<file path="src/rtl/grid_pkg.sv">
// Shared types and helpers for the grid input latch.
package grid_pkg;

  localparam int GRID_CELLS = 16;

  typedef enum logic [1:0] {
    EDIT  = 2'd0,
    OFFER = 2'd1,
    HOLD  = 2'd2
  } state_t;

  // Index of the lowest set bit; 0 when the vector is empty.
  function automatic logic [3:0] lsb_index(input logic [15:0] v);
    logic [3:0] idx;
    idx = 4'd0;
    for (int i = GRID_CELLS - 1; i >= 0; i--) begin
      if (v[i]) begin
        idx = 4'(i);
      end
    end
    return idx;
  endfunction

endpackage

</file>
<file path="src/rtl/key_debounce.sv">
// Debounces the 16-bit key vector with one shared counter and reports new presses.
module key_debounce #(
  parameter int DEBOUNCE_CYCLES = 1000,
  parameter int CNT_W           = 16
) (
  input  logic        clk,
  input  logic        rst,
  input  logic [15:0] scan_data,
  input  logic        scan_valid,
  output logic [15:0] stable,
  output logic [15:0] rise
);

  localparam logic [CNT_W-1:0] CNT_MAX = CNT_W'(DEBOUNCE_CYCLES);
  localparam logic [CNT_W-1:0] CNT_ONE = CNT_W'(1);

  logic [15:0]      sample_s;
  logic [15:0]      last_r;
  logic [CNT_W-1:0] cnt_r;

  // An unqualified vector reads as "no key pressed".
  always_comb begin
    if (scan_valid) begin
      sample_s = scan_data;
    end else begin
      sample_s = 16'h0000;
    end
  end

  // Any change restarts the settle window; the vector is accepted once, when the count first hits the limit.
  always_ff @(posedge clk) begin
    if (rst) begin
      last_r <= 16'h0000;
      cnt_r  <= {CNT_W{1'b0}};
      stable <= 16'h0000;
      rise   <= 16'h0000;
    end else begin
      last_r <= sample_s;
      rise   <= 16'h0000;
      if (sample_s != last_r) begin
        cnt_r <= {CNT_W{1'b0}};
      end else if (cnt_r != CNT_MAX) begin
        cnt_r <= cnt_r + CNT_ONE;
        if (cnt_r == CNT_MAX - CNT_ONE) begin
          stable <= last_r;
          rise   <= last_r & ~stable;
        end
      end
    end
  end

endmodule

</file>
<file path="src/rtl/grid_input_latch.sv">
// Key-driven 4x4 drawing grid that freezes its image and hands it to the classifier.
import grid_pkg::*;

module grid_input_latch #(
  parameter int DEBOUNCE_CYCLES = 1000,
  parameter int CNT_W           = 16
) (
  input  logic        clk,
  input  logic        rst,
  input  logic [15:0] scan_data,
  input  logic        scan_valid,
  input  logic        clear_req,
  input  logic        submit_req,
  input  logic        img_ready,
  input  logic        mlp_done,
  output logic [15:0] grid,
  output logic [15:0] img_data,
  output logic        img_valid,
  output logic        key_event,
  output logic [3:0]  key_index,
  output logic        busy
);

  state_t      state;
  logic [15:0] stable_s;
  logic [15:0] rise_s;
  logic [15:0] press_s;
  logic [15:0] edit_grid_s;
  logic        toggle_s;

  key_debounce #(
    .DEBOUNCE_CYCLES (DEBOUNCE_CYCLES),
    .CNT_W           (CNT_W)
  ) u_key_debounce (
    .clk        (clk),
    .rst        (rst),
    .scan_data  (scan_data),
    .scan_valid (scan_valid),
    .stable     (stable_s),
    .rise       (rise_s)
  );

  // Grid value an EDIT cycle would produce: clear wins, otherwise every newly pressed cell flips.
  // A genuine press is always part of the accepted vector, so masking with it drops any stray bit.
  always_comb begin
    press_s = rise_s & stable_s;
    if (clear_req) begin
      edit_grid_s = 16'h0000;
      toggle_s    = 1'b0;
    end else begin
      edit_grid_s = grid ^ press_s;
      toggle_s    = (press_s != 16'h0000);
    end
  end

  // Edit/offer/hold sequencing with all outputs registered.
  always_ff @(posedge clk) begin
    if (rst) begin
      state     <= EDIT;
      grid      <= 16'h0000;
      img_data  <= 16'h0000;
      img_valid <= 1'b0;
      key_event <= 1'b0;
      key_index <= 4'd0;
      busy      <= 1'b0;
    end else begin
      key_event <= 1'b0;
      case (state)
        EDIT: begin
          grid <= edit_grid_s;
          if (toggle_s) begin
            key_event <= 1'b1;
            key_index <= lsb_index(press_s);
          end
          if (submit_req) begin
            img_data  <= edit_grid_s;
            img_valid <= 1'b1;
            busy      <= 1'b1;
            state     <= OFFER;
          end
        end
        OFFER: begin
          if (img_valid && img_ready) begin
            img_valid <= 1'b0;
            state     <= HOLD;
          end
        end
        HOLD: begin
          if (mlp_done) begin
            busy  <= 1'b0;
            state <= EDIT;
          end
        end
        default: begin
          img_valid <= 1'b0;
          busy      <= 1'b0;
          state     <= EDIT;
        end
      endcase
    end
  end

endmodule
</file>
<file path="config.mk">
export PLATFORM = sky130hd
export DESIGN_NAME = grid_input_latch
export DESIGN_NICKNAME = d
export VERILOG_FILES = /design/src/rtl/grid_pkg.sv /design/src/rtl/key_debounce.sv /design/src/rtl/grid_input_latch.sv
export SDC_FILE = /design/constraint.sdc
export NUM_CORES = 1
export LEC_CHECK = 0
export CELL_PAD_IN_SITES_DETAIL_PLACEMENT = 0
export CELL_PAD_IN_SITES_GLOBAL_PLACEMENT = 1
export CORE_ASPECT_RATIO = 1.2
export CORE_MARGIN = 2
export CORE_UTILIZATION = 35
export DETAILED_ROUTE_END_ITERATION = 16
export GPL_TIMING_DRIVEN = 0
export PLACE_DENSITY_LB_ADDON = 0.25
export RECOVER_POWER = 100
export SLEW_MARGIN = 5
export SYNTH_ARGS = -nofsm -noshare
export SYNTH_HDL_FRONTEND = slang
export SYNTH_SLANG_ARGS = --single-unit
export TNS_END_PERCENT = 30
</file>
<file path="constraint.sdc">
create_clock -name clk -period 3.01 [get_ports clk]
set_input_delay 0.4515 -clock clk [delete_from_list [all_inputs] [get_ports clk]]
set_output_delay 0.4515 -clock clk [all_outputs]
set_load 0.01 [all_outputs]
</file>
==> results of run 1 <==
==> layout make-up <==
type	count	area [µm²]
Clock buffer	10	239.0
Multi-Input combinational cell	372	2237
Buffer	24	106.4
Tap cell	164	205.2
Clock inverter	6	113.9
Fill cell	1247	6940
Timing Repair Buffer	60	600.6
Sequential cell	105	2102
Inverter	3	11.26
==> cells by family (layout without fill, tap and decap cells) <==
group | count (synthesis) | after routing | synth area share [%]
mux | 1 | 1 | 0.2245
simple gates | 211 | 211 | 25.65
flops | 105 | 105 | 47.15
fa+ha+maj | 2 | 2 | 0.5612
compound gates | 120 | 120 | 16.28
xor+xnor | 38 | 38 | 7.466
buf+inv | 27 | 103 | 2.666
==> synthesized netlist by cell type, types with 2 or more instances <==
cell        n
a21oi_1    55
a32o_1      2
nor2b_1     2
inv_1       3
dfxtp_1   105
a22oi_1     2
nand2_1    37
or3_1      15
o21a_1      6
nor2_1     43
and2_1     21
and4_1      2
xnor2_1    11
nand4_1     8
o21ai_0    22
nor3_1     29
buf_2       5
nand2b_1    4
clkbuf_1   17
nor4bb_1    2
xor2_1     27
nor3b_1    16
o22ai_1     9
a22o_1     16
nand3_1    13
nand4b_1    6
ha_1        2
and3_1      4
or2_2       2
==> stage by stage <==
step / total power [W] / util [%] / hold WS (ns) / worst slack, ns / cells
floorplan: 0.001535 / - / 0.4336 / 1.012 / 504
global placement: 0.001614 / 41.92 / 0.4538 / -0.03151 / 728
detailed placement: 0.001616 / 41.92 / 0.4591 / -0.09922 / 728
CTS: 0.002982 / 44.73 / 0.4694 / 0.2385 / 744
global route: 0.003066 / 44.72 / 0.4798 / 0.07406 / 744
finish: 0.002955 / 44.72 / 0.4668 / 0.2727 / 744
==> sequential cells by signal, indices dropped and copies added, names as in the netlist <==
name and flops:
key_event 1, grid 16, img_data 16, img_valid 1
busy 1, u_key_debounce.last_r 16, u_key_debounce.stable 16, u_key_debounce.rise 16
key_index 4, u_key_debounce.cnt_r 16, state 2
==> final timing paths <==
kind	start	end	slack, ns	depth (start not counted)
setup / recovery	scan_valid	u_key_debounce.rise[9]	0.27	9
hold / removal	key_index[2]	key_index[2]	0.47	2
setup reg to reg	u_key_debounce.cnt_r[7]	u_key_debounce.stable[9]	0.64	7
hold reg to reg	key_index[2]	key_index[2]	0.47	2
==> power by group <==
group          switching, W  internal (W)  total, W  leakage, nW
clock              0.000536      0.000839   0.00137        0.165
combinational     0.0000972     0.0000675  0.000165         1.03
sequential        0.0000150       0.00140   0.00142        0.849
==> critical path: cells and delay by family <==
family | cells | cell delay, ns
and+or+nand+nor | 4 | 1.07
AOI/OAI and AO/OA | 2 | 0.32
buffers and inverters | 3 | 1.15
==> routing by layer <==
layer	up-vias	track usage, %	routed length [µm]
met5	-	0	0
met4	0	6.875	229
met3	15	2.857	360
met2	72	28.11	5247
met1	1732	21.12	5008
li1	1948	-	-
==> flow_results.org, run 1 <==
** Detailed routing
- Number of detailed-route iterations in the first pass :: 6
- For this block, the initial DRC count from the detailed router was 199.
- Final routed wirelength across all metal layers :: about 11 mm
- In the routed layout, each cell is associated on average with a via count of 5.063.
- Count of vias placed by the detailed router :: 3,767
- DRC violations left :: 0
- In this run the remaining antenna-violating nets after routing total 0.
- Dividing the detail-routed wire length by the instance count gives ~15 µm.

** Cells and area
- Most frequent cells in the layout :: 105 x dfxtp_1, 55 x a21oi_1, 43 x nor2_1, 40 x dlygate4sd3_1, 37 x nand2_1
- The finished cells cover about 0.0056 mm².
- The area growth from synthesis to layout is 25.96%.
- The number of antenna diodes in the final layout is 0.
- The library cell used most frequently in the layout, excluding fill and tap cells, is dfxtp_1.
- Final-stage net count :: 600
- Share of layout cells above drive strength 1 :: 4.655%

** Synthesis
- After synthesis the cells add up to between 0.004 and 0.005 mm².
- The most used flip-flop cell after synthesis is dfxtp_1.
- Counting flops with a built-in enable in the synthesized netlist gives 0.
- The number of nets in the synthesized netlist is 529.
- Fraction of the yosys area taken by sequential cells :: a little under half
- Largest cells by area after synthesis :: dfxtp_1 47%, a21oi_1 6.2%, xor2_1 5.3%, nor2_1 3.6%, nor3_1 3.3%
- For this run, the number of Yosys warnings is 0.
- Mean cell area of the mapped netlist :: 8.845 µm²
- In the synthesized netlist, the number of instances is 504.
- Of all cell types, the one taking the most synthesized area is dfxtp_1.
- Of all flip-flops after synthesis, the portion carrying an async set or reset was 0%.
- Synthesized flop and latch total :: around 110
- The share of synthesized area in the top cell type comes to 47.15%.
- Count of unique library cells instantiated by Yosys :: 47

** Worst setup path
- For this run, the slowest stage of the critical path takes between 0.6 and 0.7 ns.
- Cell with the biggest individual delay on the critical path :: clkdlybuf4s50_1
- The signal on the critical path passes through clkdlybuf4s50_1 > buf_2 > nand4b_1 > o22ai_1 > o22ai_1 > nor4_4 > nand3b_2 > clkbuf_2 > nor3b_1.
- In this design, the critical path's most frequently occurring cell is o22ai_1.
- In this run the worst path has a maximum fanout of 10.
- Path type of the worst setup path :: primary input to flip-flop
- Critical path data required time :: about 3.3 ns
- Worst Path Arrival :: between 2 and 3 ns
- Element type at the critical path end :: flip-flop
- Sort of element at the start of the critical path :: primary input

** STA
- Highest clock rate :: 365.3 MHz
- Total Neg Setup Slack :: 0 ns
- Count of final hold-check violations :: 0
- Total of endpoints with negative setup slack in the final report :: 0
- At the pin with the least slew margin, the transition time is 0.8108 ns.
- On the final layout, the worst clock skew is around 0.0075 ns.
- Final worst path period need :: 2.737 ns
- Worst rel slew slack :: 45.38%
- Final worst path period share :: 90.94%
- RSZ-0062 raised after global routing :: false
- Max-slew violation total from the final report :: 0

** Clocking
- The H-tree was split into 3 levels.
- TritonCTS built the clock tree.
- Hold-fix buffers, CTS :: 0
- Post-CTS setup-driven buffer insertion count :: 0
- The later pin in the worst-skew pair is clocked with a latency of 0.35 ns.
- The cell sitting at the root of the clock tree is a clkbuf_16.
- Clock tree buffer depth :: 2
- Clock-pin slew was measured on the worst setup and hold paths at about 0.07 ns.
- TritonCTS buffer count :: 9
- After clock tree synthesis, the repair step resized 0 gates.
- The clock drives 105 sinks.

** Global routing
- The initial antenna violation count came to 0.
- The first global-routing pass estimated 17.89 mm of wire.
- The number of global-route vias before repair is 3,474.
- Global Route Usage Sum :: around 17%
- Pin count of the biggest net entering global routing :: 18
- Global routing finished with a remaining overflow of 0.

** Placement
- Once detailed placement completed, the half-perimeter wirelength came to a little over 8 mm.
- Placer's final routability congestion estimate :: 0.8103
- Input and output buffers added on the ports amount to 60.
- Placed Instance Area :: ~0.0053 mm²

** Die
- From bottom edge to top edge, the die measures approximately 130 µm.
- 62 I/O pins were placed.
- Measured along the x axis, the die boundary spans between 100 and 150 µm.
- Area of the core :: 0.01256 mm²
- Number of core rows :: 45
- Full die area :: 0.01366 mm²
- Once the floorplan was initialized, standard cells occupied 35.51% of the core.

** Min path
- Min-Delay Path Class :: flip-flop to flip-flop

** Pwr
- Static leakage :: 2.039 nW
- Across the VDD grid, the largest voltage drop is 0.0002215 V.
- Ratio of total power to cell area :: approximately 530 mW/mm²

** Status
- Result of the run :: complete, no violations

** Job
- The tool flagged a number of max-cap violations equal to 0.
Power figures use the tool's default switching activity.
==> run 2: changes to the inputs <==
--- a/config.mk
+++ b/config.mk
@@ -7,7 +7,7 @@
 export LEC_CHECK = 0
 export CELL_PAD_IN_SITES_DETAIL_PLACEMENT = 0
 export CELL_PAD_IN_SITES_GLOBAL_PLACEMENT = 1
-export CORE_ASPECT_RATIO = 1.2
+export CORE_ASPECT_RATIO = 1.75
 export CORE_MARGIN = 2
 export CORE_UTILIZATION = 35
 export DETAILED_ROUTE_END_ITERATION = 16
==> run 2 against run 1 <==
Net effect:
- die area increased by 0.24%
- routed wire length grew 5.1%
- count of clock-buffer cells in the layout up 2
- register-to-register slack gained 0.05 ns
- critical path depth unchanged
- core utilization up 0.25 points
- cell count is 0.54% higher
- worst setup slack got worse by 0.058 ns
==> flow_results.org, run 2 (same netlist as run 1, synthesis figures left out) <==
** Status
- The run finished with clean final reports.

** STA
- Highest clock rate :: 357.7 MHz
- The worst path needs 2.796 ns of the cycle, external delays included.
- For the pin with the worst max-slew slack, the measured transition is 0.7793 ns.
- Final worst path period share :: 92.88%
- Count of final hold-check violations :: 0
- Setup skew after layout :: approximately 0.010 ns
- Setup violations remaining at the end of the flow were counted as 0.
- Min Hold Slack :: ~0.46 ns
- Max-slew violation total from the final report :: 0
- RSZ-0062 raised after global routing :: false
- Worst rel slew slack :: 47.50%

** Cells and area
- The library cells used most frequently in the layout, excluding fill and tap cells, are 105 x dfxtp_1, 55 x a21oi_1, 43 x nor2_1, 40 x dlygate4sd3_1, 37 x nand2_1.
- 0 antenna diodes ended up in the layout.
- Compared with the post-synthesis result, the final layout area differs by 25.43%.
- Share of layout cells above drive strength 1 :: 4.483%
- Most common library cell in the layout ignoring fill and taps :: dfxtp_1
- After filler insertion, the fill cell instance count of the layout stands at 1,233.
- Final-stage net count :: 600
- Final cell area excluding filler cells :: 0.005592 mm²

** Clocking
- CTS clk-pin slew, worst paths :: 0.07 ns
- Root buffer selected by CTS :: clkbuf_16
- CTS tree :: built
- Post-cts sizing count :: 0
- Post-CTS timing repair inserted 0 buffers for setup.
- The tree built by TritonCTS fans out to ~110 sinks.
- Hold-fix buffers, CTS :: 0
- At the later pin of the worst-skew pair, clock insertion delay measures 0.35 ns.
- H-tree level count :: 3
- TritonCTS buffer count :: 9
- Clock tree buffer depth :: 2

** Detailed routing
- In the routed design, unresolved DRC markers number 0.
- Count of vias placed by the detailed router :: 3,815
- Using the TritonRoute via totals, the vias-per-cell ratio works out to 5.100.
- Dividing the detail-routed wire length by the instance count gives between 15 and 20 µm.
- In this run, the number of DRC markers left after iteration 0 of detailed routing was 109.
- For this block, the routed nets add up to 11.40 mm of wire.
- Number of detailed-route iterations in the first pass :: 4
- Post-route antenna net violation count :: 0

** Global routing
- Global routing finished with a remaining overflow of 0.
- The number of global-route vias before repair is 3,692.
- Global Route Usage Sum :: 17.39%
- Pin count of the biggest net entering global routing :: 17
- First-pass GRT wire length :: roughly 18 mm
- The initial antenna violation count is 0.

** Pwr
- In this run the power density over the cells is 510.2 mW/mm².
- Peak supply drop :: 0.0003436 V
- In this run the static leakage power is 2.030 nW.

** Placement
- Port Buffer Count :: 60
- Total half-perimeter wirelength after legalization and detailed placement :: between 8 and 9 mm
- In this run the cell area measured after placement is 0.005269 mm².
- Placer's final routability congestion estimate :: between 0.8 and 0.9

** Worst setup path
- Worst r2r src :: u_key_debounce.cnt_r[7]
- Together, buffers and inverters on the worst path number 3.
- The critical path is of the primary input to flip-flop type.
- Element type at the critical path end :: flip-flop
- Critical path cell sequence :: clkdlybuf4s50_1 > buf_2 > nand4b_1 > o22ai_1 > o22ai_1 > nor4_4 > a21oi_1 > clkbuf_2 > a22o_1
- Most common cell type on the critical path :: o22ai_1
- The setup check on the worst reg-to-reg path leaves a slack of 0.69 ns.
- Cell with the biggest individual delay on the critical path :: clkdlybuf4s50_1
- Critical path data required time :: 3.24 ns
- End of the worst register-to-register path :: u_key_debounce.stable[11]
- Highest fanout seen on the critical path :: 10
- Worst Path Arrival :: between 3 and 4 ns
- Critical Path Max Stage Delay :: 0.61 ns
- Counting cells, the worst reg-to-reg path comes to 7.
- Sort of element at the start of the critical path :: primary input
- The cell family contributing the most delay on the critical path is buffers and inverters.

** Die
- The floorplan step defined a die boundary enclosing 0.01369 mm².
- X dimension of the die :: 89.32 µm
- From bottom edge to top edge, the die measures 153.3 µm.
- Once the floorplan was initialized, standard cells occupied 35.86% of the core.
- Number of core rows :: between 50 and 60
- Area of the core :: 0.01243 mm²
- 62 I/O pins were placed.

** Min path
- Min-Delay Path Class :: flip-flop to flip-flop
- Counting instances, the worst hold path has a depth of 2.
- For hold timing, the worst endpoint is key_index[2].
- Min-Delay Startpoint :: key_index[2]

** Job
- Max capacitance violation total :: 0
==> run 2: changes by cell type in the layout (fill, tap and decap cells not counted), sizes merged <==
cell      before  now
clkinvlp       2    1
clkbuf        30   32
clkinv         0    1
bufinv         3    2
inv            4    3
==> run 2: worst max-delay path by stage <==
stage,start,to,slack [ns],depth (start not counted)
6_report,scan_valid,u_key_debounce.stable[11],0.21,9
5_1_grt,scan_valid,u_key_debounce.stable[12],0.05,9
4_1_cts,scan_valid,u_key_debounce.stable[12],0.22,9
3_5_place_dp,scan_valid,u_key_debounce.stable[11],-0.16,9
3_3_place_gp,scan_valid,u_key_debounce.stable[6],-0.07,9
2_1_floorplan,scan_valid,u_key_debounce.stable[13],1.01,8
==> run 2: final cells by class <==
cell class / count / area (µm²) / area share, %
inverter: 3 / 11.26 / 0.2014
tap: 168 / 210.2 / 3.759
clock buffer: 12 / 246.5 / 4.408
timing repair buffer: 60 / 600.6 / 10.74
clock inverter: 4 / 76.32 / 1.365
buffer: 24 / 107.6 / 1.924
sequential: 105 / 2102 / 37.59
multi-input combinational: 372 / 2237 / 40.01
==> run 2: tightest hold or removal path, cell delays in order (launching register included) <==
cell     delay (ns)
dfxtp_1        0.31
nand2_1        0.05
a21oi_1        0.05
==> run 2: power breakdown <==
group | internal [W] | leakage (nW) | total, W | switching [W]
Sequential | 0.00140 | 0.849 | 0.00142 | 0.0000157
Clock | 0.000754 | 0.153 | 0.00127 | 0.000513
Combinational | 0.0000676 | 1.03 | 0.000169 | 0.000101
Total | 0.00222 | 2.03 | 0.00285 | 0.000630
==> run 2: routing by layer <==
| layer | up-vias | part of all wire, % | GRT usage (%) |
|---|---|---|---|
| li1 | 1930 | - | - |
| met4 | 0 | 3.1 | 8.316 |
| met5 | - | 0 | 0 |
| met2 | 79 | 55 | 31.32 |
| met3 | 22 | 2.7 | 2.808 |
| met1 | 1784 | 39 | 18.98 |
==> run 2: metrics by stage <==
stage | TNS [ns] | utilization [%] | std cells | power (W) | worst slack (ns)
floorplan | 0 | - | 504 | 0.001535 | 1.012
global placement | -0.6708 | 42.38 | 732 | 0.001617 | -0.06888
detailed placement | -2.177 | 42.38 | 732 | 0.001621 | -0.1586
CTS | 0 | 44.98 | 748 | 0.002886 | 0.2193
global route | 0 | 44.98 | 748 | 0.002945 | 0.05390
finish | 0 | 44.98 | 748 | 0.002853 | 0.2143
==> run 3: changes to the inputs <==
--- a/config.mk
+++ b/config.mk
@@ -8,7 +8,6 @@
 export CELL_PAD_IN_SITES_DETAIL_PLACEMENT = 0
 export CELL_PAD_IN_SITES_GLOBAL_PLACEMENT = 1
 export CORE_ASPECT_RATIO = 1.75
-export CORE_MARGIN = 2
 export CORE_UTILIZATION = 35
 export DETAILED_ROUTE_END_ITERATION = 16
 export GPL_TIMING_DRIVEN = 0
==> constraint.sdc (replaced) <==
create_clock -name clk -period 2.9 [get_ports clk]
set_input_delay 0.435 -clock clk [delete_from_list [all_inputs] [get_ports clk]]
set_output_delay 0.435 -clock clk [all_outputs]
set_load 0.01 [all_outputs]
==> run 3 against run 2 <==
Net effect:
- sequential power is 4% higher
- global-route usage is 0.50 points higher
- flip-flop and latch count stayed put
- critical path depth stayed put
- via count is 0.71% lower
- register-to-register slack worse by 0.18 ns
- routed wire length is 1.2% lower
- count of clock-buffer cells in the layout is 2 lower
- clock skew is 0.0014 ns lower
- worst setup slack worse by 0.040 ns
- die area is 3.5% lower
- cell count stayed put
==> flow_results.org, run 3 (same netlist as run 1, synthesis figures left out) <==
** Clocking
- Clock-pin slew was measured on the worst setup and hold paths at 0.07 ns.
- CTS tree :: built
- TritonCTS buffer count :: 9
- In this run the clock root is driven by a clkbuf_16.
- The clock net in this run drives a total of 105 sinks.
- Clock tree buffer depth :: 2
- The number of setup buffers added after CTS is 0.
- H-tree level count :: 3
- The later pin in the worst-skew pair is clocked with a latency of 0.35 ns.

** Detailed routing
- Count of vias placed by the detailed router :: 3,788
- The first detailed-routing pass took 4 iterations.
- Via density :: roughly 5.1
- Post-route antenna net violation count :: 0
- Dividing the detail-routed wire length by the instance count gives 15.06 µm.
- Iteration-0 DRC Markers :: 126
- In the routed design, unresolved DRC markers number 0.
- Final routed wirelength across all metal layers :: 11.26 mm

** Worst setup path
- The critical path starts at scan_valid.
- Sort of element at the start of the critical path :: primary input
- STA classifies the critical path endpoint as a flip-flop.
- Critical Path Max Stage Delay :: 0.64 ns
- Grouping stages by cell kind, the critical path spends the most delay in buffers and inverters.
- For the worst setup path, the data required time is 3.19 ns.
- Critical path cell sequence :: clkdlybuf4s50_1 > clkbuf_4 > o21a_1 > nor3_1 > o22ai_1 > nor4_4 > a21oi_1 > buf_2 > a22o_1
- In this run the worst path has a maximum fanout of 10.
- The most critical setup path has its endpoint at u_key_debounce.stable[11].
- In this run the critical register-to-register path is launched from u_key_debounce.cnt_r[7].
- Together, buffers and inverters on the worst path number 3.
- Cell with the biggest individual delay on the critical path :: clkdlybuf4s50_1
- The worst setup path is of the primary input to flip-flop kind.
- Worst Path Arrival :: ~3.0 ns
- The endpoint identified for the worst register-to-register timing path is u_key_debounce.stable[11].
- Reg-to-reg slack, setup :: about 0.51 ns
- In this run the number of cells on the critical path is 9.
- The number of cells on the worst reg-to-reg path is 7.

** Pwr
- Ratio of total power to cell area :: about 530 mW/mm²
- IR analysis of the VDD net gives a maximum drop of 0.0002986 V.
- For this design the static power due to leakage is a little over 2 nW.
- Overall power :: approximately 0.003 W

** Global routing
- Global routing used 17.89% of the available tracks across all layers.
- The number of global-route vias before repair came to 3,561.
- The initial antenna violation count came to 0.
- Grt ovf :: 0
- Pin count of the biggest net entering global routing :: 18
- First-pass GRT wire length :: around 18 mm

** STA
- Max-slew violation total from the final report :: 0
- Count of final hold-check violations :: 0
- After routing, the total negative slack on setup checks comes to 0 ns.
- In this run the tightest slew margin relative to its limit is 50.49%.
- At the pin with the least slew margin, the transition time is 0.7348 ns.
- Final worst path period need :: 2.726 ns
- RSZ-0062 raised after global routing :: false
- After layout, the worst path uses between 90 and 100% of the clock period.
- Setup skew after layout :: between 0.008 and 0.009 ns
- After layout, the worst setup slack is 0.1745 ns.
- Highest clock rate :: approximately 370 MHz
- Setup violations remaining at the end of the flow were counted as 0.

** Cells and area
- Share of layout cells above drive strength 1 :: 4.828%
- Final-stage net count :: 600
- Compared with the post-synthesis result, the final layout area differs by 25.65%.
- The number of antenna diodes in the final layout is 0.
- Count of fill cells added during filler insertion :: 1,262
- Cells fill 45.06% of the core in the end.
- Leaving out fill and tap cells, the most frequent cells in the layout are 105 x dfxtp_1, 55 x a21oi_1, 43 x nor2_1, 40 x dlygate4sd3_1, 37 x nand2_1.
- Leaving out fill and tap cells, the most frequent cell in the layout is dfxtp_1.

** Die
- During I/O placement, the number of pins put on the boundary was 62.
- The die covers 0.01321 mm².
- Area of the core :: 0.01243 mm²
- X dimension of the die :: 87.32 µm
- The die is 151.3 µm tall.
- Number of core rows :: 54
- Initial core utilization :: 35.86%

** Placement
- Prior to clock tree synthesis, the placed netlist has a worst setup slack of -0.2841 ns.
- Input and output buffers added on the ports amount to 60.
- Detailed placement ended at an HPWL of 8.787 mm.
- Placer's final routability congestion estimate :: 0.8231

** Min path
- The path class of the tightest hold or removal check is flip-flop to flip-flop.

** Status
- Result of the run :: complete, no violations

** Job
- Max capacitance violation total :: 0
## run 3: cell types whose count changed in the layout (fill, tap and decap cells not counted), sizes merged
cell	previous run	this run
buf	4	5
clkbuf	32	29
clkinv	1	4
clkinvlp	1	0
## run 3: worst min-delay path by stage
stage / startpoint / endpoint / slack, ns / cells after the start
6_report: key_index[2] / key_index[2] / 0.45 / 2
4_1_cts: key_index[1] / key_index[1] / 0.46 / 2
5_1_grt: key_index[2] / key_index[2] / 0.48 / 2
2_1_floorplan: u_key_debounce.stable[0] / u_key_debounce.rise[0] / 0.43 / 1
3_3_place_gp: key_index[1] / key_index[1] / 0.45 / 2
3_5_place_dp: key_index[1] / key_index[1] / 0.45 / 2
## run 3: routing by layer
layer  GRT usage, %  share of wire, %
met3          3.270               2.4
met5              0                 0
met4          6.885               2.0
met1          17.78                39
met2          35.43                57
## run 3: worst reg2reg max path: stages (launching register included)
cell and delay (ns):
dfxtp_1 0.38, and3_1 0.26, nor4b_1 0.32, nand4_1 0.21
nor3_1 0.38, a21oi_1 0.28, buf_2 0.27, a22o_1 0.20
## run 3: final cells by class
class	instances	area, µm²	share of cell area (%)
multi-input combinational	372	2237	39.94
sequential	105	2102	37.53
timing repair buffer	60	600.6	10.72
clock buffer	10	239.0	4.266
tap	168	210.2	3.753
buffer	24	110.1	1.966
clock inverter	6	91.34	1.631
inverter	3	11.26	0.2010
## run 3: repair_timing
item,in CTS,in global routing
setup endpoints to repair,0,11
resized for setup,0,1
hold buffers,0,0
## run 3: power by group
part / internal [W] / switching [W]
clock network: 0.000783 / 0.000549
logic: 0.0000707 / 0.000105
registers: 0.00145 / 0.0000151
## run 3: metrics by stage
step	cell area, µm²	instances	hold WS [ns]
2_1_floorplan	4458	504	0.4336
3_3_place_gp	5269	732	0.4460
3_5_place_dp	5269	732	0.4499
4_1_cts	5599	748	0.4603
5_1_grt	5602	748	0.4814
6_report	5602	748	0.4546
